### config.mk
export PLATFORM = sky130hd
export DESIGN_NAME = muldiv_unit
export DESIGN_NICKNAME = d
export VERILOG_FILES = /design/src/rtl/muldiv_unit.sv
export SDC_FILE = /design/constraint.sdc
export NUM_CORES = 1
export LEC_CHECK = 0
export CAP_MARGIN = 10
export CORE_ASPECT_RATIO = 0.8
export CORE_MARGIN = 8
export CORE_UTILIZATION = 55
export CTS_CLUSTER_SIZE = 20
export DETAILED_ROUTE_END_ITERATION = 7
export PLACE_DENSITY_LB_ADDON = 0.2
export SETUP_SLACK_MARGIN = 0.4
export SLEW_MARGIN = 10
export SYNTH_ARGS = -nofsm -noshare
export SYNTH_HDL_FRONTEND = slang
export SYNTH_SLANG_ARGS = --single-unit
export TNS_END_PERCENT = 10
### constraint.sdc
create_clock -name clk -period 3.1 [get_ports clk]
set_input_delay 0.775 -clock clk [delete_from_list [all_inputs] [get_ports clk]]
set_output_delay 0.775 -clock clk [all_outputs]
set_load 0.01 [all_outputs]
### src/rtl/muldiv_unit.sv
// muldiv_unit: iterative RISC-V M-extension multiply/divide unit, retiring UNROLL result bits per cycle
module muldiv_unit #(
    parameter int XLEN   = 32,
    parameter int UNROLL = 1
) (
    input  logic            clk,
    input  logic            reset,
    input  logic            start,
    input  logic [2:0]      funct3,
    input  logic [XLEN-1:0] op_a,
    input  logic [XLEN-1:0] op_b,
    input  logic            kill,
    output logic            busy,
    output logic            done,
    output logic [XLEN-1:0] result
);
    localparam int N  = XLEN / UNROLL;
    localparam int CW = $clog2(N + 1);
    localparam logic [2:0] IDLE = 3'd0;
    localparam logic [2:0] PREP = 3'd1;
    localparam logic [2:0] CALC = 3'd2;
    localparam logic [2:0] FIX  = 3'd3;
    localparam logic [2:0] DONE = 3'd4;

    if (!(UNROLL == 1 || UNROLL == 2 || UNROLL == 4 || UNROLL == 8) || XLEN % UNROLL != 0 || XLEN < 2) begin : g_bad_cfg
        $error("muldiv_unit: UNROLL must be 1, 2, 4 or 8 and divide XLEN");
    end

    logic [2:0]        state, f3;
    logic [XLEN-1:0]   a, b, hi, lo, d, nh, nl;
    logic [XLEN-1:0]   mag_a, mag_b, q, rm, short_res, fix_res;
    logic [2*XLEN-1:0] prod;
    logic [XLEN:0]     t, r;
    logic [CW-1:0]     cnt;
    logic              is_div, sa, sb, neg, div_zero, ovf;

    // a and b stay frozen for the whole operation, so signs are derived from them on demand
    assign is_div    = f3[2];
    assign sa        = a[XLEN-1] & (f3 == 3'd1 || f3 == 3'd2 || f3 == 3'd4 || f3 == 3'd6);
    assign sb        = b[XLEN-1] & (f3 == 3'd1 || f3 == 3'd4 || f3 == 3'd6);
    assign neg       = sa ^ sb;
    assign mag_a     = sa ? -a : a;
    assign mag_b     = sb ? -b : b;
    assign div_zero  = b == '0;
    assign ovf       = !f3[0] && a == {1'b1, {(XLEN-1){1'b0}}} && b == '1;
    assign short_res = f3[1] ? (div_zero ? a : '0) : (div_zero ? '1 : a);
    assign prod      = neg ? -{hi, lo} : {hi, lo};
    assign q         = neg ? -lo : lo;
    assign rm        = sa ? -hi : hi;
    assign fix_res   = is_div ? (f3[1] ? rm : q) : (f3 == 3'd0 ? prod[XLEN-1:0] : prod[2*XLEN-1:XLEN]);
    assign busy      = state == PREP || state == CALC || state == FIX;
    assign done      = state == DONE;

    // {hi, lo} is the shift-add product register or the {remainder, dividend/quotient} pair
    always_comb begin
        nh = hi;
        nl = lo;
        t  = '0;
        r  = '0;
        for (int i = 0; i < UNROLL; i++) begin
            if (is_div) begin
                r  = {nh, nl[XLEN-1]};
                t  = {XLEN'(0), r >= {1'b0, d}};
                r  = t[0] ? r - {1'b0, d} : r;
                nh = r[XLEN-1:0];
                nl = {nl[XLEN-2:0], t[0]};
            end else begin
                t  = {1'b0, nh} + (nl[0] ? {1'b0, d} : '0);
                nh = t[XLEN:1];
                nl = {t[0], nl[XLEN-1:1]};
            end
        end
    end

    always_ff @(posedge clk) begin
        if (reset) begin
            state  <= IDLE;
            f3     <= '0;
            a      <= '0;
            b      <= '0;
            hi     <= '0;
            lo     <= '0;
            d      <= '0;
            cnt    <= '0;
            result <= '0;
        end else if (kill) begin
            state <= IDLE;
        end else begin
            case (state)
                IDLE, DONE: begin
                    state <= start ? PREP : IDLE;
                    if (start) begin
                        f3 <= funct3;
                        a  <= op_a;
                        b  <= op_b;
                    end
                end
                PREP: begin
                    if (is_div && (div_zero || ovf)) begin
                        result <= short_res;
                        state  <= DONE;
                    end else begin
                        hi    <= '0;
                        lo    <= mag_a;
                        d     <= mag_b;
                        cnt   <= CW'(N);
                        state <= CALC;
                    end
                end
                CALC: begin
                    hi    <= nh;
                    lo    <= nl;
                    cnt   <= cnt - 1'b1;
                    state <= cnt == CW'(1) ? FIX : CALC;
                end
                FIX: begin
                    result <= fix_res;
                    state  <= DONE;
                end
                default: state <= IDLE;
            endcase
        end
    end
endmodule

# [Word-level counts from Yosys, hierarchy flattened]
# Cells that the tools add are included.
[word_totals] inputBits=71 wordCells=86 regBits=204 out_inout_bits=34
[classes] eq_ne=13 n_reduce_logical=23 addsub=8 n_bitwise=5 n_lt_le_gt_ge=1 muxes=27
[op_table] operator="$mux 32" n=17
[op_table] operator="$pmux 32 s2" n=3
[op_table] operator="$neg 32->32" n=4
[op_table] operator="$eq 32x32->1 const B" n=2
[op_table] operator="$mux 64" n=1
[op_table] operator="$neg 64->64" n=1
[op_table] operator="$add 32x32->33" n=1
[op_table] operator="$ge 33x32->1" n=1
[op_table] operator="$logic_not 32->1" n=1
[op_table] operator="$sub 32x32->32" n=1
[op_table] operator="$pmux 3 s4" n=1
[op_table] operator="$pmux 6 s2" n=1
[op_table] operator="$reduce_and 3->1" n=4
[op_table] operator="$eq 3x2->1 const B" n=3
[op_table] operator="$eq 3x3->1 const B" n=3
[op_table] operator="$logic_or 1x1->1" n=8
[op_table] operator="$eq 3x1->1 const B" n=2
[op_table] operator="$eq 6x1->1 const B" n=1
[op_table] operator="$logic_not 3->1" n=2
[op_table] operator="$mux 6" n=1
[op_table] operator="$sub 6x1->6 const B" n=1
[op_table] operator="$reduce_bool 2->1" n=2
[op_table] operator="$reduce_or 2->1" n=2
[op_table] operator="$logic_and 1x1->1" n=3
[op_table] operator="8 further kinds" n=11

# [Longest topological paths before layout]
# Gate-level depths: netlist (run 1).
[logic_depth] depth_word=10 mapped_depth=14 mapped_depth_nobuf=13

# [Worst setup path before layout (run 1)]
# OpenSTA, ideal clock, no wires.
[synth_path] path_kind="reg2reg" startpoint="reg lo[0]" endpoint="reg hi[23]" stages_incl_launch_ff=14 t_required_ps=2978 path_buffers=1 setup_ps=122 synth_period_minus_slack_ps=3105 arrival_ps=2983 setup_slack_ps=-5 path_cell_list="dfxtp_1 inv_1 clkbuf_1 nor2_1 ha_1 nand2_1 nor3_1 a21boi_0 o2111ai_1 a211o_1 and2_1 o311ai_0 xor2_1 a221o_1"
[synth_between] elab_chain_cells=4
[synth_rtl] element="start, declared" line="30" text="logic [XLEN-1:0] a, b, hi, lo, d, nh, nl;"
[synth_rtl] element="start signal, assigned" line="104" text="lo <= mag_a;"
[synth_rtl] element="start signal, assigned" line="112" text="lo <= nl;"
[synth_rtl] element="$mux 32" line="68" text="t = {1'b0, nh} + (nl[0] ? {1'b0, d} : '0);"
[synth_rtl] element="$add 32x32->33" line="68"
[synth_rtl] element="$mux 32" line="61" text="if (is_div) begin"
[synth_rtl] element="$pmux 32 s2" line="89" text="case (state)"
[synth_rtl] element="end signal, assigned" line="111" text="hi <= nh;"
[synth_rtl] element="end, declared" line="30"
# No other way between the ends.
# A chain may end at the register's enable or synchronous reset.

# [Worst setup path after layout (run 1)]
[layout_path] startpoint="reg d[7]" endpoint="reg hi[23]"
[layout_between] elab_chain_cells=4 elab_cells_between_ends=7 classes_between="add/sub: 2; order compare: 1; mux: 4"
[layout_rtl] element="start, declared" line="30"
[layout_rtl] element="start signal, assigned" line="105" text="d <= mag_b;"
[layout_rtl] element="$mux 32, or another cell as far along" line="68"
[layout_rtl] element="$add 32x32->33 / $mux 32 (equally long branches)" line="68, 64"
[layout_rtl] element="$mux 32 (*)" line="61"
[layout_rtl] element="$pmux 32 s2 (*)" line="89"
# Every way passes the cells marked *; elsewhere a longest branch is shown, timed or not.

==> flow_summary_export.csv, run 1 <==
group,metric,value,unit
final_layout,final_cells,2869,
clocking,clockBufferDepth,3,
final_layout,antenna_cells,0,
floorplan,initial_utilization,55.6,%
clocking,cts_hold_buf,0,
final_layout,seq_area,0.00413,mm²
worst_hold_path,hold_path_class,"flip-flop to flip-flop",
yosys,syn-num-nets,2386,
yosys,async_flop_share,0,%
clocking,cts.sinks,204,
worst_setup_path,worstSetupPathType,"flip-flop to flip-flop",
final_layout,multi_input_area,0.0122,mm²
job,max-cap-violations,0,
floorplan,io_pins,105,
timing,drv_slew,0,
grt,grt_usage,33.9,%
drt,vias_per_cell,6.52,
yosys,synth_cell_type_count,81,
placed_design,io_buffers,104,
grt,grt_first_pass_wirelength,96400,µm
yosys,ys_ff_latch,204,
yosys,synth.most_common_cell,"nand2_1",
worst_setup_path,critPathArrivalTime,3.52,ns
yosys,synth_enable_flop_cells,0,
placed_design,dpl.cell_count,2777,
floorplan,core_area,0.0292,mm²
placed_design,gp_congestion,1.06,
drt,via_count,18700,
drt,final_antenna_net_count,0,
clocking,numCtsBuffers,24,
clocking,clkTransAtPathRegs,0.06,ns
yosys,avgSynthCellArea,7.24,µm²
floorplan,dieWidth,208,µm
drt,firstDrtPassIters,6,
yosys,ys_warn_count,0,
timing,grt_setup_unrepaired,"true",
power_and_ir_drop,p_total,8.01,mW
floorplan,die_h,170,µm
worst_hold_path,hp-start,"result[15]$_SDFFE_PP0P_",
timing,period_needed,3.09,ns
clocking,root_buffer,"clkbuf_16",
yosys,synth_flop_cell,"dfxtp_1",
worst_setup_path,worstReg2RegStart,"d[7]$_SDFFE_PP0P_",
final_layout,drive_above_1_share,21.3,%
final_layout,fill_cells,2316,
timing,setup_viol,0,
power_and_ir_drop,power_density,377,mW/mm²
grt,gr-total-overflow,0,
clocking,cts_tree,"yes",
final_layout,final_nets,2621,
timing,skew,0.0166,ns
timing,fmax,324,MHz
clocking,insertion_delay,0.55,ns
power_and_ir_drop,irDropWorstVdd,479,µV
yosys,synth_area,0.0162,mm²
drt,drcViolationCount,0,
yosys,ys_seq_area_share,25.1,%
worst_setup_path,required,3.54,ns
grt,first_global_vias,16700,
yosys,synth_area_leaders,"dfxtp_1 (25%), nand2_1 (7.4%), a21oi_1 (7.1%)",
worst_setup_path,critPathLaunch,"d[7]$_SDFFE_PP0P_",
worst_setup_path,crit_path_start_kind,"flip-flop",
timing,period_share,99.6,%
outcome,status,"completed",
power_and_ir_drop,power.leakage,8.42,nW
floorplan,dieArea,0.0353,mm²
drt,wire_per_inst,22.7,µm
timing,hold_viol_final,0,
clocking,cts.htree.levels,1,
worst_setup_path,crit_path_end_kind,"flip-flop",
final_layout,area_growth_syn_to_layout,30.9,%
yosys,yosysTopAreaCell,"dfxtp_1",
yosys,synthTopCellsByCount,"nand2_1 (319), a21oi_1 (231), nor2_1 (206)",
placed_design,dp_hpwl,48100,µm
drt,wl,65200,µm
grt,antenna_found_initial,0,
worst_setup_path,critical_path_peak_fanout,4,
grt,grt_max_degree,69,
timing,relSlewSlack,42.6,%
yosys,synth_cells,2242,
yosys,synth.top_cell.area_share,25.1,%
drt,drt-initial-drc-count,2497,
floorplan,num_rows,56,
timing,timing_worst_slew_pin_value,0.849,ns
stage by stage:
step | worst slack (ns) | area [µm²] | TNS, ns | util (%) | hold slack, ns
2_1_floorplan | 0.223 | 16400 | 0 | - | 0.446
3_3_place_gp | -0.0428 | 19000 | -0.129 | 65.0 | 0.443
3_5_place_dp | -0.0996 | 19000 | -0.346 | 65.0 | 0.450
4_1_cts | 0.181 | 20400 | 0 | 69.7 | 0.460
5_1_grt | -0.0363 | 21300 | -0.0531 | 72.7 | 0.484
6_report | 0.0122 | 21300 | 0 | 72.7 | 0.458
repair_timing:
action | in CTS | in global routing
setup endpoints to repair | 129 | 133
cloned | 1 | 3
pin swaps | 44 | 49
gates resized for setup | 92 | 151
setup buffers | 21 | 26
layout by cell type (no fill, tap or decap), types with 14 or more instances in the layout:
cell type	Yosys	layout
a211oi_1	40	34
nand3_1	29	28
buf_6	1	14
buf_4	2	253
clkdlybuf4s50_1	0	103
o21a_1	15	15
dfxtp_2	0	23
xnor2_1	103	103
clkbuf_16	0	27
o31ai_1	20	18
nor4_1	26	19
nand4_1	33	33
a21oi_2	1	17
nor3_1	41	35
o21ai_0	126	105
nand2_1	319	314
o211ai_1	46	46
nor2_1	206	198
a22oi_1	16	15
and3_1	20	16
xor2_1	92	92
a31oi_1	25	21
ha_4	0	25
dfxtp_1	204	176
inv_2	0	14
a21oi_1	231	213
o21ai_1	10	23
o41ai_1	17	15
inv_1	66	46
ha_1	71	42
mux2i_1	52	51
or3_1	24	23
a21o_1	40	40
state kept, by name, summed over array words and instances, names as in the netlist:
register	cells
d	32
state	3
result	32
a	32
f3	3
b	32
cnt	6
lo	32
hi	32
power breakdown:
group          internal, mW  switching (mW)
sequential             2.70           0.103
clock                  1.72            1.21
combinational         0.971            1.31
total                  5.39            2.62
area by class of cell:
cell class	instances	area share, %
Clock buffer	32	3.25
Clock inverter	9	0.512
Inverter	67	1.29
Sequential cell	204	19.4
Timing Repair Buffer	385	16.0
Multi-Input combinational cell	1795	57.3
Tap cell	377	2.22
logic make-up after synthesis:
| family | count (synthesis) | share of synthesized area [%] |
|---|---|---|
| and+or+nand+nor | 779 | 22.1 |
| AOI/OAI and AO/OA | 692 | 27.1 |
| buffers and inverters | 243 | 5.85 |
| DFF | 204 | 25.1 |
| xor gates and xnor gates | 195 | 10.5 |
| adders and majority gates | 73 | 5.72 |
| muxes | 56 | 3.51 |
critical path, stage by stage (launching register included):
cell	delay [ns]
dfxtp_1	0.31
inv_1	0.22
nor2_1	0.08
ha_1	0.35
nand2_1	0.14
o211ai_1	0.25
and3_1	0.26
o2111ai_2	0.18
a211o_4	0.41
and2_4	0.17
o311ai_4	0.22
xor2_1	0.10
a221o_1	0.30
layer usage:
metal  vias to the layer above  global-route usage [%]  routed length (µm)
met5                         -                       0                   0
met4                         0                    7.49                1650
met3                       146                    8.31                9070
met2                      1184                    48.1               26000
met1                      8843                    50.5               28500
li1                       8529                       -                   -
worst paths after layout:
path | to | slack (ns) | cells past startpoint
worst max-delay path | hi[23]$_SDFFE_PP0P_ | 0.01 | 12
worst min-delay path | result[15]$_SDFFE_PP0P_ | 0.46 | 2
worst max register to register | hi[23]$_SDFFE_PP0P_ | 0.01 | 12
worst min register to register | result[15]$_SDFFE_PP0P_ | 0.46 | 2
Note: power is estimated with default switching activity, not from simulation.
==> run 2: changes to the inputs <==
MAX_ROUTING_LAYER = met4   (was default)
==> flow_summary_export.csv, run 2 (same netlist as run 1, synthesis figures left out) <==
group,metric,value,unit
grt,grt_usage,35.7,%
floorplan,core_area,0.0292,mm²
worst_setup_path,worstReg2RegStart,"lo[0]$_SDFFE_PP0P_",
worst_setup_path,reg2reg_slack,0.18,ns
drt,drcViolationCount,0,
floorplan,io_pins,105,
timing,setup-tns-final,0,ns
job,max-cap-violations,0,
drt,final_antenna_net_count,0,
worst_setup_path,crit_chain,"and2_4 -> ha_4 -> inv_2 -> fa_2 -> nor2b_1 -> o21ai_1 -> a21boi_2 -> o2111ai_2 -> a211o_1 -> and2_4 -> o311ai_4 -> xor2_1 -> a221o_1",
power_and_ir_drop,power_density,391,mW/mm²
worst_setup_path,path_delay_family,"compound AO/OA/AOI/OAI gates",
drt,via_count,18600,
power_and_ir_drop,power.leakage,8.39,nW
drt,wl,65400,µm
worst_setup_path,crit_path_start_kind,"flip-flop",
timing,period_share,94.2,%
worst_setup_path,crit_path_end_kind,"flip-flop",
worst_setup_path,cpMostUsedCell,"and2_4",
final_layout,fill_cells,2381,
worst_hold_path,hp-start,"result[29]$_SDFFE_PP0P_",
grt,gr-total-overflow,0,
worst_setup_path,worstReg2RegEnd,"hi[23]$_SDFFE_PP0P_",
outcome,status,"completed",
clocking,numCtsBuffers,23,
grt,first_global_vias,17100,
clocking,clkTransAtPathRegs,0.06,ns
timing,period_needed,2.92,ns
timing,setup_viol,0,
timing,grt_setup_unrepaired,"true",
timing,drv_slew,0,
worst_setup_path,cpMaxStageDelayCell,"dfxtp_4",
final_layout,mostFrequentLayoutCell,"nand2_1",
drt,wire_per_inst,22.9,µm
floorplan,dieArea,0.0353,mm²
final_layout,final_nets,2605,
placed_design,io_buffers,104,
clocking,cts_tree,"yes",
worst_setup_path,critical_path_peak_fanout,3,
final_layout,multi_input_area,0.0122,mm²
worst_setup_path,cpPeakStageDelay,0.38,ns
timing,skew,0.00949,ns
power_and_ir_drop,irDropWorstVdd,400,µV
drt,vias_per_cell,6.53,
grt,grt_max_degree,68,
worst_hold_path,whs_endpoint,"result[29]$_SDFFE_PP0P_",
timing,hold_viol_final,0,
grt,grt_first_pass_wirelength,98600,µm
worst_setup_path,r2r_cells,13,
grt,antenna_found_initial,1,
floorplan,num_rows,56,
placed_design,dp_hpwl,49100,µm
final_layout,area_growth_syn_to_layout,30.2,%
worst_hold_path,hold_path_class,"flip-flop to flip-flop",
worst_setup_path,crit_buf_inv,1,
placed_design,gp_congestion,1.07,
clocking,cts.htree.levels,1,
final_layout,drive_above_1_share,20.9,%
timing,hold_slack,0.468,ns
clocking,cts_hold_buf,0,
worst_setup_path,critPathArrivalTime,3.36,ns
floorplan,dieWidth,208,µm
clocking,insertion_delay,0.55,ns
timing,relSlewSlack,52.2,%
final_layout,seq_area,0.00412,mm²
timing,timing_worst_slew_pin_value,0.698,ns
worst_setup_path,required,3.54,ns
timing,fmax,342,MHz
final_layout,mostFrequentLayoutCells,"nand2_1 (312), buf_4 (240), a21oi_1 (214)",
drt,firstDrtPassIters,6,
floorplan,initial_utilization,55.6,%
clocking,root_buffer,"clkbuf_16",
clocking,cts.sinks,204,
clocking,clockBufferDepth,3,
worst_hold_path,holdPathStages,2,
floorplan,die_h,170,µm
drt,drt-initial-drc-count,2470,
worst_setup_path,worstSetupPathType,"flip-flop to flip-flop",
run 2: layer usage:
metal / GRT usage, % / part of all wire [%] / wire, µm / vias up
met2: 49.6 / 41 / 26900 / 1172
met1: 50.6 / 44 / 28600 / 8844
met3: 9.21 / 13 / 8460 / 134
met4: 8.78 / 2.3 / 1490 / 0
li1: - / - / - / 8489
met5: - / 0 / 0 / -
run 2: cell type report:
type,instances,area share (%)
Inverter,67,1.26
Sequential cell,204,19.5
Tap cell,377,2.23
Clock buffer,34,3.25
Timing Repair Buffer,370,15.3
Clock inverter,8,0.763
Multi-Input combinational cell,1795,57.7
Antenna cell,1,0.0118
run 2: what timing repair did:
item | 4_1_cts | 5_1_grt
gates cloned | 1 | 0
buffers inserted | 21 | 20
setup endpoints to repair | 128 | 132
resized for setup | 97 | 139
pin swaps | 57 | 47
run 2: report_power, final:
group,total (mW),internal (mW),switching [mW]
clock network,3.11,1.88,1.24
registers,2.80,2.70,0.107
logic,2.35,1.00,1.34
run 2: worst register-to-register path, delay by kind of cell (launching register included):
kind | cells | cell delay [ns]
fa+ha+maj | 2 | 0.49
simple gates | 3 | 0.47
compound gates | 6 | 1.32
xor+xnor | 1 | 0.11
flops | 1 | 0.38
buf+inv | 1 | 0.04
run 2: how the worst max path moves through the flow:
| stage | start | to | slack, ns | cells past startpoint |
|---|---|---|---|---|
| floorplan | lo[9]$_SDFFE_PP0P_ | result[12]$_SDFFE_PP0P_ | 0.22 | 11 |
| CTS | d[1]$_SDFFE_PP0P_ | hi[29]$_SDFFE_PP0P_ | 0.26 | 13 |
| global route | lo[0]$_SDFFE_PP0P_ | hi[21]$_SDFFE_PP0P_ | 0.07 | 13 |
| global placement | b[0]$_SDFFE_PP0P_ | d[1]$_SDFFE_PP0P_ | 0.08 | 10 |
| finish | lo[0]$_SDFFE_PP0P_ | hi[23]$_SDFFE_PP0P_ | 0.18 | 13 |
| detailed placement | d[0]$_SDFFE_PP0P_ | hi[23]$_SDFFE_PP0P_ | 0.05 | 13 |
run 2: per-stage QoR:
| step | total power, mW | cell area, µm² | cells | utilization, % | worst slack [ns] |
|---|---|---|---|---|---|
| after floorplan | 4.00 | 16400 | 2242 | - | 0.223 |
| after global placement | 4.77 | 19000 | 2771 | 64.9 | 0.0800 |
| after detailed placement | 4.80 | 19000 | 2771 | 64.9 | 0.0463 |
| after CTS | 8.00 | 20400 | 2835 | 69.8 | 0.257 |
| after global routing | 8.51 | 21200 | 2856 | 72.4 | 0.0684 |
| final | 8.26 | 21200 | 2856 | 72.4 | 0.180 |
==> variant (flow settings as in run 1) <==
Set the parameter `XLEN` to 16 (it was 32).
--- a/src/rtl/muldiv_unit.sv
+++ b/src/rtl/muldiv_unit.sv
@@ -1,6 +1,6 @@
 // muldiv_unit: iterative RISC-V M-extension multiply/divide unit, retiring UNROLL result bits per cycle
 module muldiv_unit #(
-    parameter int XLEN   = 32,
+    parameter int XLEN   = 16,
     parameter int UNROLL = 1
 ) (
     input  logic            clk,
Ports: changed (resized op_a, op_b and result); port bits go from 105 to 57. The function was not compared with the original's and may differ.
==> variant against run 1 <==
Sequential cell count down 97. Sequential share of layout area up 1.5 points. Clock power is 58% lower. Setup slack gained 360 ps. Via count decreased by 52%. Synthesized cell count is 49% lower. Total power fell by 56%. Core utilization is 3.2 points lower. Clock skew decreased by 6.6 ps. Wire length is 59% lower. Area after synthesis down 49%. Cell area fell by 52%. Largest power group is now sequential cells.
==> variant: results (changes against run 1) <==
GRT
  • First-pass GRT wire length: 42.26 mm (-56%)
  • Total GRT Usage: 26.75% (-7.1 points)
  • Initial antenna violation count: 0 (unchanged)
  • Largest net degree at the start of global routing: 40 (-42%)
  • Vias in the first global route: 7988 (-52%)

Clock tree
  • Worst-skew pair later-pin latency: 370 ps (-180 ps)
  • H-Tree Depth: 3 (+2)
  • Clock root buffer: clkbuf_16
  • Total CTS buffers: 9 (-63%)
  • Clk pin slew, worst setup/hold paths: 80 ps (+20 ps)
  • CTS Buffer Depth: 2 (-1)

Worst setup path
  • Worst EP arrival: 3000 ps (-520 ps)
  • CP max FO: 4 (unchanged)

Status
  • Outcome: finished clean

Timing
  • Clock skew: 9.945 ps (-6.618 ps)
  • Tightest Pin Transition: 975.6 ps (+126.1 ps)
  • Max Slew Vio Count: 0 (unchanged)

Placement
  • Port bufs: 56 (-46%)
  • Placer Congestion: 0.9635 (-8.9%)
  • DPL Wire Length: 19.16 mm (-60%)
  • Placed instance area: 9448 sq um (-50%)
  • Place WS: -27.72 ps (+71.90 ps)

Cells and area
  • Fillers: 1256 (-46%)
  • Sequential cell area: 2160 sq um (-48%)
  • # diodes: 0 (unchanged)
  • Nets: 1327 (-49%)
  • Share of cells above drive strength 1: 16.05% (-5.2 points)

Pwr
  • Worst vdd ir: 307.7 uV (-36%)
  • Pleak: 3.937 nW (-53%)

Drt
  • Via count: 8957 (-52%)
  • Wire length per cell: 18.56 um (-18%)
  • Initial DRT Pass Iterations: 6 (unchanged)
  • Initial DRC count: 1215 (-51%)

Logic synthesis
  • FFs w/ async S/R, synth: 0% (unchanged)
  • Synth cell count leaders: nand2_1 (151), nor2_1 (124), a21oi_1 (116)
  • Yosys cell types: 70 (-14%)
  • Post-synthesis sequential area ratio: 25.98% (+0.84 points)
  • Total nets after synthesis: 1217 (-49%)
  • YS warnings: 0 (unchanged)
  • Top cells by area, synth: dfxtp_1 (26%), a21oi_1 (7.0%), nand2_1 (6.9%)

Hold path
  • Path type of the worst min-delay path: register to register
variant: final cells by class:
cell class,count,share of cell area [%]
multi-input cells,916,57.27
flip-flops and latches,107,20.96
repair buffers,176,15.07
well taps,189,2.296
clock buffers,10,2.223
inverters,37,1.385
clock inverters,6,0.7895
variant: timing repair:
item                                    4_1_cts  5_1_grt
endpoints found under the setup margin       39       52
gates resized for setup                      24       43
cloned                                        2        0
buffers inserted                              4       22
pin swaps                                    13       15
variant: kinds of logic (layout without fill, tap and decap cells):
group	count (synthesis)	after routing	synth area share [%]
AOI/OAI and AO/OA	321	322	24.04
xor gates and xnor gates	94	94	9.986
adders and majority gates	41	41	6.405
buffers and inverters	115	229	5.600
DFF	107	107	25.98
muxes	29	29	3.536
and+or+nand+nor	430	430	24.45
variant: path summary, 6_finish.rpt:
path	start	to	slack, ps	depth (start not counted)
max	d[0]	hi[13]	370	13
min	d[15]	d[15]	470	2
max reg2reg	d[0]	hi[13]	370	13
min reg2reg	d[15]	d[15]	470	2
variant: through the flow:
step / total power [mW] / instances / hold slack (ps) / setup TNS, ps
floorplan: 1.926 / 1137 / 436.3 / 0
global placement: 2.204 / 1397 / 447.0 / 0
detailed placement: 2.210 / 1397 / 466.3 / -27.72
CTS: 3.460 / 1419 / 476.7 / 0
global route: 3.641 / 1441 / 495.7 / 0
finish: 3.521 / 1441 / 474.8 / 0
variant: layer usage:
layer | track usage, % | wire [um]
met5 | 0 | 0
met4 | 6.562 | 396
met3 | 6.988 | 2906
met2 | 37.49 | 11050
met1 | 39.39 | 12400
variant: worst max-delay path, cell delays in order, from the launching register on:
cell	delay (ps)
dfxtp_2	330
buf_4	110
and2_4	140
ha_4	130
inv_2	40
fa_2	390
nor2b_4	150
nor3_2	60
o21bai_1	220
a21oi_2	140
o31a_1	330
a311oi_2	270
o31ai_2	120
a32o_1	230
variant: where the power goes:
part / internal, mW / switching (mW) / leakage (nW) / total, mW
combinational: 0.364 / 0.456 / 2.91 / 0.820
clock: 0.648 / 0.594 / 0.153 / 1.24
sequential: 1.41 / 0.0518 / 0.872 / 1.46
total: 2.42 / 1.10 / 3.94 / 3.52
